**src/rtl/mem_arbiter.sv**
```systemverilog
// mem_arbiter: shares the single mainMem port between the fetch (read-only) and data
// (read/write) requesters, sequencing single/burst transfers and rejecting bad addresses.
module mem_arbiter #(
   parameter logic [0:31] BASE_ADDR    = 32'h80020000,
   parameter int          MEM_WORDS    = 262144,
   parameter int          READ_LATENCY = 2
) (
   input  logic        clock,
   input  logic        reset_n,
   input  logic        f_req,
   input  logic [0:31] f_addr,
   input  logic [0:1]  f_acc_size,
   output logic        f_ack,
   output logic        f_err,
   output logic        f_rvalid,
   output logic [0:31] f_rdata,
   output logic        f_done,
   input  logic        d_req,
   input  logic        d_wren,
   input  logic [0:31] d_addr,
   input  logic [0:1]  d_acc_size,
   input  logic [0:31] d_wdata,
   output logic        d_ack,
   output logic        d_err,
   output logic        d_wready,
   output logic        d_rvalid,
   output logic [0:31] d_rdata,
   output logic        d_done,
   output logic [0:31] mem_addr,
   output logic [0:31] mem_data_in,
   output logic [0:1]  mem_acc_size,
   output logic        mem_wren,
   output logic        mem_enable,
   input  logic [0:31] mem_data_out,
   input  logic        mem_busy
);

   typedef enum logic [2:0] {IDLE, WRITE, RD_WAIT, READ, DONE} state_t;

   state_t      state, state_next;
   logic [4:0]  cnt;
   logic        last_d;
   logic        cur_d;
   logic        pick_d;
   logic [0:31] pick_addr;
   logic [0:1]  pick_size;
   logic        arb, grant, reject, beat_last;

   function automatic logic [4:0] last_beat(input logic [0:1] s);
      case (s)
         2'd0:    return 5'd0;
         2'd1:    return 5'd3;
         2'd2:    return 5'd7;
         default: return 5'd15;
      endcase
   endfunction

   function automatic logic addr_ok(input logic [0:31] a, input logic [0:1] s);
      logic [33:0] span, top;
      span = (34'(last_beat(s)) + 34'd1) << 2;
      top  = 34'(BASE_ADDR) + 34'(MEM_WORDS) * 34'd4;
      return (a[30:31] == 2'b00) && (a >= BASE_ADDR) && (34'(a) + span <= top);
   endfunction

   // Round-robin winner; arbitration is held off while an err pulse is still out so a
   // rejected requester gets a cycle to withdraw before it could be sampled again.
   assign pick_d    = d_req && (!f_req || !last_d);
   assign pick_addr = pick_d ? d_addr : f_addr;
   assign pick_size = pick_d ? d_acc_size : f_acc_size;
   assign arb       = (state == IDLE) && !mem_busy && !f_err && !d_err && (f_req || d_req);
   assign grant     = arb && addr_ok(pick_addr, pick_size);
   assign reject    = arb && !grant;

   always_ff @(posedge clock or negedge reset_n) begin
      if (!reset_n) state <= IDLE;
      else          state <= state_next;
   end

   always_comb begin
      state_next = state;
      case (state)
         IDLE:
            if (grant) begin
               if (pick_d && d_wren)   state_next = WRITE;
               else if (READ_LATENCY > 0) state_next = RD_WAIT;
               else                    state_next = READ;
            end
         WRITE:   if (cnt == last_beat(mem_acc_size)) state_next = DONE;
         RD_WAIT: if (cnt == 5'(READ_LATENCY - 1))    state_next = READ;
         READ:    if (cnt == last_beat(mem_acc_size)) state_next = DONE;
         DONE:    state_next = IDLE;
         default: state_next = IDLE;
      endcase
   end

   always_comb begin
      beat_last   = (cnt == last_beat(mem_acc_size));
      mem_wren    = (state == WRITE);
      d_wready    = mem_wren;
      mem_data_in = mem_wren ? d_wdata : '0;
      f_rvalid    = (state == READ) && !cur_d;
      d_rvalid    = (state == READ) && cur_d;
      f_rdata     = f_rvalid ? mem_data_out : '0;
      d_rdata     = d_rvalid ? mem_data_out : '0;
      f_done      = f_rvalid && beat_last;
      d_done      = (mem_wren || d_rvalid) && beat_last;
   end

   always_ff @(posedge clock or negedge reset_n) begin
      if (!reset_n) begin
         cnt          <= '0;
         last_d       <= 1'b0;
         cur_d        <= 1'b0;
         mem_addr     <= '0;
         mem_acc_size <= '0;
         mem_enable   <= 1'b0;
         f_ack        <= 1'b0;
         f_err        <= 1'b0;
         d_ack        <= 1'b0;
         d_err        <= 1'b0;
      end else begin
         mem_enable <= 1'b1;
         f_ack      <= grant && !pick_d;
         d_ack      <= grant && pick_d;
         f_err      <= reject && !pick_d;
         d_err      <= reject && pick_d;
         if (grant) begin
            last_d       <= pick_d;
            cur_d        <= pick_d;
            mem_addr     <= pick_addr;
            mem_acc_size <= pick_size;
         end
         // Counter restarts on every state change: wait cycles, then beats.
         if (state_next != state)                 cnt <= '0;
         else if (state != IDLE && state != DONE) cnt <= cnt + 5'd1;
      end
   end

endmodule

```
**config.mk**
```make
export PLATFORM = sky130hd
export DESIGN_NAME = mem_arbiter
export DESIGN_NICKNAME = d
export VERILOG_FILES = /design/src/rtl/mem_arbiter.sv
export SDC_FILE = /design/constraint.sdc
export NUM_CORES = 1
export LEC_CHECK = 0
export CAP_MARGIN = 20
export CORE_ASPECT_RATIO = 0.9
export CORE_MARGIN = 5
export CORE_UTILIZATION = 41
export DETAILED_ROUTE_END_ITERATION = 6
export PLACE_DENSITY = 0.88
export SLEW_MARGIN = 0
export SYNTH_ARGS = -nofsm -noshare
export SYNTH_HDL_FRONTEND = slang
export SYNTH_SLANG_ARGS = --single-unit
```
**constraint.sdc**
```tcl
create_clock -name clock -period 11.2 [get_ports clock]
set_input_delay 2.24 -clock clock [delete_from_list [all_inputs] [get_ports clock]]
set_output_delay 2.24 -clock clock [all_outputs]
set_load 0.05 [all_outputs]
```
[After elaboration in Yosys (flattened, before gate mapping)]
Index checks and enable logic that the tools add are counted.
Operators by class
  $add $sub $neg: 3
  reduce and logical (&&, ||, !) cells: 35
  $lt $le $gt $ge: 2
  eq/ne operators: 13
  mux-type cells: 17
Operators by type and width (count)
  32-bit 2-to-1 mux: 4
  32-bit by 8-bit adder with 33-bit output: 1
  33-bit by 32-bit <= comparator with 1-bit output, second input constant: 1
  32-bit greater-or-equal comparator, second input constant: 1
  4-bit case mux with 3 select lines: 2
  5-bit 2-to-1 mux: 4
  1-bit logical AND: 19
  5-bit == test: 3
  3-bit 2-to-1 mux: 4
  3-bit case mux with 4 select lines: 1
  1-bit zero test: 7
  5-bit by 1-bit adder with 6-bit output, second input constant: 1
  3-bit by 2-bit == test with 1-bit output, second input constant: 2
  2-bit zero test: 3
  5-bit by 1-bit adder with 5-bit output, second input constant: 1
  5-bit by 1-bit == test with 1-bit output, second input constant: 1
  2-bit by 1-bit == test with 1-bit output, second input constant: 2
  2-bit == test, second input constant: 2
  2-bit 2-to-1 mux: 2
  3-bit by 1-bit == test with 1-bit output, second input constant: 1
  3-bit zero test: 1
  1-bit logical OR: 3
  3-bit inequality test: 1
  3-bit inequality test, second input constant: 1
  2 further kinds: 2
Storage, ports and cells
  logic and storage cells: 80
  flip-flop bits (word level): 48
  input bits: 138
  output and inout bits: 141

[Depth between registers and ports, before layout]
Gate-level depths: netlist of the first run.
  word-level depth: 15
  gate-level depth with buffers: 19
  gate-level depth less buffers: 14

[Least setup slack after synthesis of the first run]
Ideal clock, no wire load.
  path kind: input to register
  from: input d_req
  to: register mem_addr[12] (netlist bit)
  setup slack: 4729 ps
  stages on the path: 19
  arrival: 6343 ps
  buffers on the path: 6
  cells stage by stage: a21bo_1 > buf_6 > buf_2 > buf_2 > clkbuf_1 > buf_1 > nand3b_1 > nand2_1 > ha_1 > nand3_1 > mux2i_1 > o221ai_2 > or3_4 > nor4_2 > o221ai_1 > a2111o_1 > nand2_4 > buf_6 > mux2_1
Between the ends
  word-level cells in the longest chain between the ends: 9
  elaborated cells between the ends (all ways): 17
RTL lines
  start, declared: RTL line 18  | input logic d_req,
  1-bit logical AND: RTL line 67  | assign pick_d = d_req && (!f_req || !last_d);
  2-bit 2-to-1 mux: RTL line 69  | assign pick_size = pick_d ? d_acc_size : f_acc_size;
  2-bit == test (tied with other cells): RTL line 50  | case (s)
  4-bit case mux with 3 select lines: RTL line 50
  5-bit by 1-bit adder with 6-bit output: RTL line 60  | span = (34'(last_beat(s)) + 34'd1) << 2;
  32-bit by 8-bit adder with 33-bit output: RTL line 62  | return (a[30:31] == 2'b00) && (a >= BASE_ADDR) && (34'(a) + span <= top);
  33-bit by 32-bit <= comparator with 1-bit output: RTL line 62
  1-bit logical AND: RTL line 62
  1-bit logical AND: RTL line 71  | assign grant = arb && addr_ok(pick_addr, pick_size);
  end signal, assigned: RTL line 130  | mem_addr <= pick_addr;
  end, declared: RTL line 29  | output logic [0:31] mem_addr,
Parallel ways exist; a longest one is shown, timed or not.
A chain may end at the register's enable or synchronous reset.

[Worst setup path after layout of the first run]
Ends and elaborated chain as after synthesis.

==> results.toml, run 1 <==
[outcome]
outcome = "finished clean"

[route]
detail_route.vias_per_cell = 5.63
routedLengthMet1_mm = 8.24
met3WireLength_mm = 1.63
post_detailed_route_wirelength_per_cell_um = 20.2
firstDrtPassIters = 5
detailroute.via_count = 5402
ant_nets = 0
detail_route.drc_violations = 0
highest_layer = "met4"
met2_length_mm = 9.33
totalWireLength_mm = 19.4
drt-initial-drc-count = 477

[floorplanning]
fp.dieW_um = 120
coreArea_um2 = 10800
die_area_um2 = 13100
fp.dieH_um = 109
io_pins = 279
placement_rows = 36
start_util = 0.417

[grt]
gr-total-overflow = 0
first_global_vias = 5096
antenna_violations_before_repair = 1
grt_pass1_wl_mm = 29.0
global_route.usage.total = 0.276
grt_start_max_net_pins = 56

[clock_tree]
cts-resized-gates = 0
clkSlewWorstSetupHoldPaths_ps = 70
number_of_buffers_created_by_cts = 5
clk_latency_ps = 290
clock_sink_count = 48
cts_hold_buf = 0
postCtsSetupRepairBufs = 0
cts_htree_levels = 2
tritoncts_clock_tree = "yes"
maximum_clock_path_buffer_count = 2
cts_root_buffer = "clkbuf_16"

[logic_synthesis]
count_of_flip_flops_with_a_built_in_enable_after_synthesis = 0
post_synthesis_net_count = 705
syn_area_per_cell_um2 = 8.02
post_synth_instance_area_um2 = 4490
synthCells = 560
yosys_warnings = 0
synthDistinctLibCells = 60
synth_ff_type = "dfrtp_1"
synth-async-reset-ratio = 1.00
sequential_element_share_of_the_synthesized_area = 0.268
synth-seq-cells = 48

[timing]
final.setup.tns_ps = 0
setup_repair_after_global_routing_missed_its_margin = "false"
max_freq_ghz = 0.138
final-max-slew-violation-count = 0
post_route_clock_period_utilization = 0.647
finalClockSkew_ps = 3.40
report.final.hold_viol_count = 0
setup_viol_count_final = 0
hold_worst_slack_ps = 484
worst_pin_slew_ps = 837
maxSlewHeadroom = 0.442
period_minus_slack_ps = 7250

[layout]
finish.net_count = 970
n_fill_cell = 828
final_cell_mix = "clkdlybuf4s50_1 (277), and2_1 (98), nand2_1 (66), dfrtp_1 (48), nor2_1 (36)"
layout-area-overhead-vs-synth_pct = 68.1
area_of_combinational_cells_with_multiple_inputs_um2 = 3130
layout.area.seq_um2 = 1200
antenna-diode-count = 0
post_route_cells_drive_above_1_share = 0.0472
layout_commonest_cell = "clkdlybuf4s50_1"

[power_and_ir_drop]
leakagePower_nw = 3.12
ir_drop_mv = 0.0733
pwr_density_nw_per_um2 = 64.3

[place]
rd_place_congestion = 0.888
post-dp-hpwl_mm = 15.8
io_buffer_count = 278

[job]
cap_violations = 0

[worst_setup_path]
regToRegStartpoint = "cur_d$_DFFE_PN0N_"
timing_worst_setup_path_type = "in2reg"
critical_path_peak_fanout = 52
required_ps = 11380
crit_path_cell_trace = "clkdlybuf4s50_1 -> a21bo_2 -> buf_4 -> or3_1 -> o31ai_1 -> ha_1 -> ha_1 -> a21oi_1 -> o21ai_1 -> o211ai_1 -> nor3_1 -> xor2_1 -> o221ai_1 -> a2111o_1 -> nand2_4 -> mux2_1"
cp-end-kind = "register"
critPathLaunch = "d_req"
worst_setup_path_start_kind = "input port"
cp_slowest_stage_delay_ps = 580
critical-path-slowest-cell = "a2111o_1"
crit_path_frequent_cell = "ha_1"
arrival_ps = 7430

[min_path]
worst_hold_startpoint = "mem_addr[0]$_DFFE_PN0N_"
hp-class = "reg2reg"
where the power goes:
part	leakage (nW)	switching (mW)	internal (mW)	total, mW
Combinational	2.40	0.0636	0.0681	0.132
Sequential	0.636	0.00100	0.174	0.175
Clock	0.0804	0.0717	0.106	0.178
cell families (layout without fill, tap and decap cells):
logic type,after synthesis,count (layout),synth area share
adders and majority gates,7,7,0.0195
DFF,48,48,0.268
xor gates and xnor gates,19,19,0.0371
other,1,1,0.000835
and+or+nand+nor,308,308,0.370
buffers and inverters,35,301,0.0362
AOI/OAI and AO/OA,88,88,0.139
muxes,54,54,0.130
worst paths after layout:
| check | endpoint | slack [ps] | depth (start not counted) |
|---|---|---|---|
| worst max-delay path | mem_addr[12]$_DFFE_PN0N_ | 3950 | 16 |
| worst min-delay path | mem_addr[0]$_DFFE_PN0N_ | 480 | 1 |
| worst max register to register | mem_addr[12]$_DFFE_PN0N_ | 5910 | 15 |
| worst min register to register | mem_addr[0]$_DFFE_PN0N_ | 480 | 1 |
| max in group asynchronous | cnt[0]$_DFFE_PN0P_ | 8880 | 2 |
| min in group asynchronous | mem_addr[21]$_DFFE_PN0N_ | 1830 | 1 |
cells in the mapped netlist, drive strengths merged (12+ instances only):
| cell | number | share of area |
|---|---|---|
| and2 | 98 | 0.14 |
| nand2 | 67 | 0.058 |
| dfrtp | 48 | 0.27 |
| nor2 | 36 | 0.030 |
| mux2i | 28 | 0.065 |
| mux2 | 26 | 0.065 |
| nand3 | 26 | 0.029 |
| nor3 | 19 | 0.021 |
| nand4 | 16 | 0.022 |
| clkbuf | 15 | 0.013 |
| o21ai | 14 | 0.016 |
| a21oi | 13 | 0.014 |
| o21a | 12 | 0.020 |
sequential cells by signal (all words and copies together) (netlist names):
signal,flops
cnt,5
cur_d,1
d_ack,1
d_err,1
f_ack,1
f_err,1
mem_acc_size,2
mem_addr,32
mem_enable,1
state,3
through the flow:
step	power (mW)	std cells	area, um^2	utilization	setup slack, ps
after global routing	0.501	959	7550	0.701	3510
final	0.485	959	7550	0.701	3950
after detailed placement	0.307	949	7340	0.682	3650
after floorplan	0.230	560	4490	-	4730
after global placement	0.303	949	7340	0.682	3990
after CTS	0.483	957	7510	0.698	3950
per-layer routing:
layer | GRT usage | vias to the layer above
li1 | - | 2528
met1 | 0.389 | 2546
met2 | 0.454 | 304
met3 | 0.0498 | 24
met4 | 0.0453 | 0
met5 | 0 | -
layout make-up:
type                            count  area share
Clock inverter                      3     0.00613
Multi-Input combinational cell    477       0.415
Clock buffer                        5      0.0166
Tap cell                          133      0.0221
Sequential cell                    48       0.159
Inverter                            9     0.00448
Timing Repair Buffer              284       0.376
worst max-delay path: cells and delay by family:
kind                     cells  cell delay, ps
AO/OA/AOI/OAI                7            2060
AND/OR/NAND/NOR              3            1130
buffers and inverters        2             830
adder cells (fa/ha/maj)      2             460
multiplexers                 1             370
XOR/XNOR                     1             280
Power figures use the tool's default switching activity.
==> run 2, diff against run 1 <==
Settings changed: CORE_UTILIZATION 41 to 34, PLACE_DENSITY 0.88 to 0.78.
Clock period 11.2 ns to 6 ns, I/O delays scaled along.
==> results.toml, run 2 (same netlist as run 1, synthesis figures left out) <==
[clock_tree]
cts-resized-gates = 0
number_of_buffers_created_by_cts = 5
tritoncts_clock_tree = "yes"
clk_latency_ps = 290
cts_root_buffer = "clkbuf_16"
postCtsSetupRepairBufs = 0
clock_sink_count = 48
maximum_clock_path_buffer_count = 2
cts_hold_buf = 0
cts_htree_levels = 2
clkSlewWorstSetupHoldPaths_ps = 70

[layout]
largest_register_ffs = 32
finish.net_count = 973
layout_top_registers = "mem_addr x32, cnt x5, state x3"
post_route_cells_drive_above_1_share = 0.0531
n_fill_cell = 1126
layout-area-overhead-vs-synth_pct = 69.9
register_bank_with_the_most_flops = "mem_addr"
final_cell_mix = "clkdlybuf4s50_1 (277), and2_1 (98), nand2_1 (66), dfrtp_1 (48), nor2_1 (35)"
antenna-diode-count = 0
layout_commonest_cell = "clkdlybuf4s50_1"
final_cell_count_no_fill = 993
final_area_um2 = 7630

[timing]
setup_repair_after_global_routing_missed_its_margin = "false"
hold_worst_slack_ps = 486
post_route_clock_period_utilization = 0.901
worst_pin_slew_ps = 909
report.final.hold_viol_count = 0
period_minus_slack_ps = 5410
final-max-slew-violation-count = 0
max_freq_ghz = 0.185
finalClockSkew_ps = 2.94
final.setup.tns_ps = 0
maxSlewHeadroom = 0.394
setup_viol_count_final = 0

[worst_setup_path]
worst_setup_path_start_kind = "input port"
arrival_ps = 5580
timing_worst_setup_path_type = "in2reg"
critical_path_peak_fanout = 33
required_ps = 6170
cp-end-kind = "register"

[route]
detail_route.vias_per_cell = 5.32
post_detailed_route_wirelength_per_cell_um = 19.4
detail_route.drc_violations = 0
ant_nets = 0
drt-initial-drc-count = 318
firstDrtPassIters = 5
detailroute.via_count = 5280
totalWireLength_mm = 19.2

[grt]
grt_start_max_net_pins = 49
first_global_vias = 5249
antenna_violations_before_repair = 1
gr-total-overflow = 0
global_route.usage.total = 0.230
grt_pass1_wl_mm = 30.0

[floorplanning]
die_area_um2 = 15600
coreArea_um2 = 12800
start_util = 0.350
io_pins = 279
fp.dieW_um = 131
placement_rows = 39
fp.dieH_um = 119

[place]
io_buffer_count = 278
rd_place_congestion = 0.885
placed_cells_incl_taps = 983
placedInstanceArea_um2 = 7410
post-dp-hpwl_mm = 15.8

[job]
cap_violations = 0

[power_and_ir_drop]
leakagePower_nw = 3.12
pwr_density_nw_per_um2 = 119
ir_drop_mv = 0.179

[outcome]
outcome = "finished clean"

[min_path]
hp-class = "reg2reg"
## run 2: cell type report
cell class	instances	area, um^2	share of cell area
clock inverters	2	38.8	0.00509
inverters	9	33.8	0.00443
clock buffers	6	139	0.0182
flip-flops and latches	48	1200	0.158
multi-input cells	477	3140	0.411
well taps	164	205	0.0269
repair buffers	287	2870	0.377
## run 2: per-stage QoR
| stage | utilization | worst slack, ps | power, mW |
|---|---|---|---|
| global placement | 0.577 | 506 | 0.567 |
| CTS | 0.591 | 641 | 0.907 |
| global route | 0.594 | 301 | 0.944 |
| finish | 0.594 | 592 | 0.907 |
| floorplan | - | 569 | 0.430 |
| detailed placement | 0.577 | 358 | 0.572 |
## run 2: layer usage
metal  part of all wire  vias to the layer above  wire length (um)  track usage
met5             0.0010                        -                20            0
met4              0.012                        2               235       0.0351
met3              0.068                       21              1310       0.0417
met2               0.49                      256              9420        0.404
met1               0.43                     2460              8250        0.302
li1                   -                     2541                 -            -
## run 2: final timing paths
path	to	start	cells after the start	slack, ps
max	mem_addr[29]$_DFFE_PN0N_	d_req	14	590
min	mem_addr[0]$_DFFE_PN0N_	mem_addr[0]$_DFFE_PN0N_	1	490
max reg2reg	mem_addr[29]$_DFFE_PN0N_	cur_d$_DFFE_PN0N_	13	1520
min reg2reg	mem_addr[0]$_DFFE_PN0N_	mem_addr[0]$_DFFE_PN0N_	1	490
max in group asynchronous	cnt[1]$_DFFE_PN0P_	reset_n	2	4530
min in group asynchronous	mem_addr[4]$_DFFE_PN0N_	reset_n	1	940
## run 2: where the power goes
| part | switching (mW) | internal, mW |
|---|---|---|
| combinational | 0.117 | 0.129 |
| sequential | 0.00190 | 0.325 |
| clock | 0.126 | 0.209 |
| total | 0.244 | 0.663 |
## run 2: worst max-delay path: stages
cell and delay [ps]:
clkdlybuf4s50_1 510, a21bo_2 290, or3_1 310, o31ai_1 80
ha_1 260, nand3_1 90, mux2i_1 390, o221ai_2 300
or3_4 460, nor4_2 300, o221ai_1 170, a2111o_1 430
nand2_4 390, mux2_2 400
==> run 3, diff against run 2 <==
Settings changed: ABC_AREA from default to 0.
==> results of run 3 <==
No change in the layout: final DEF, timing and power equal those of run 2.
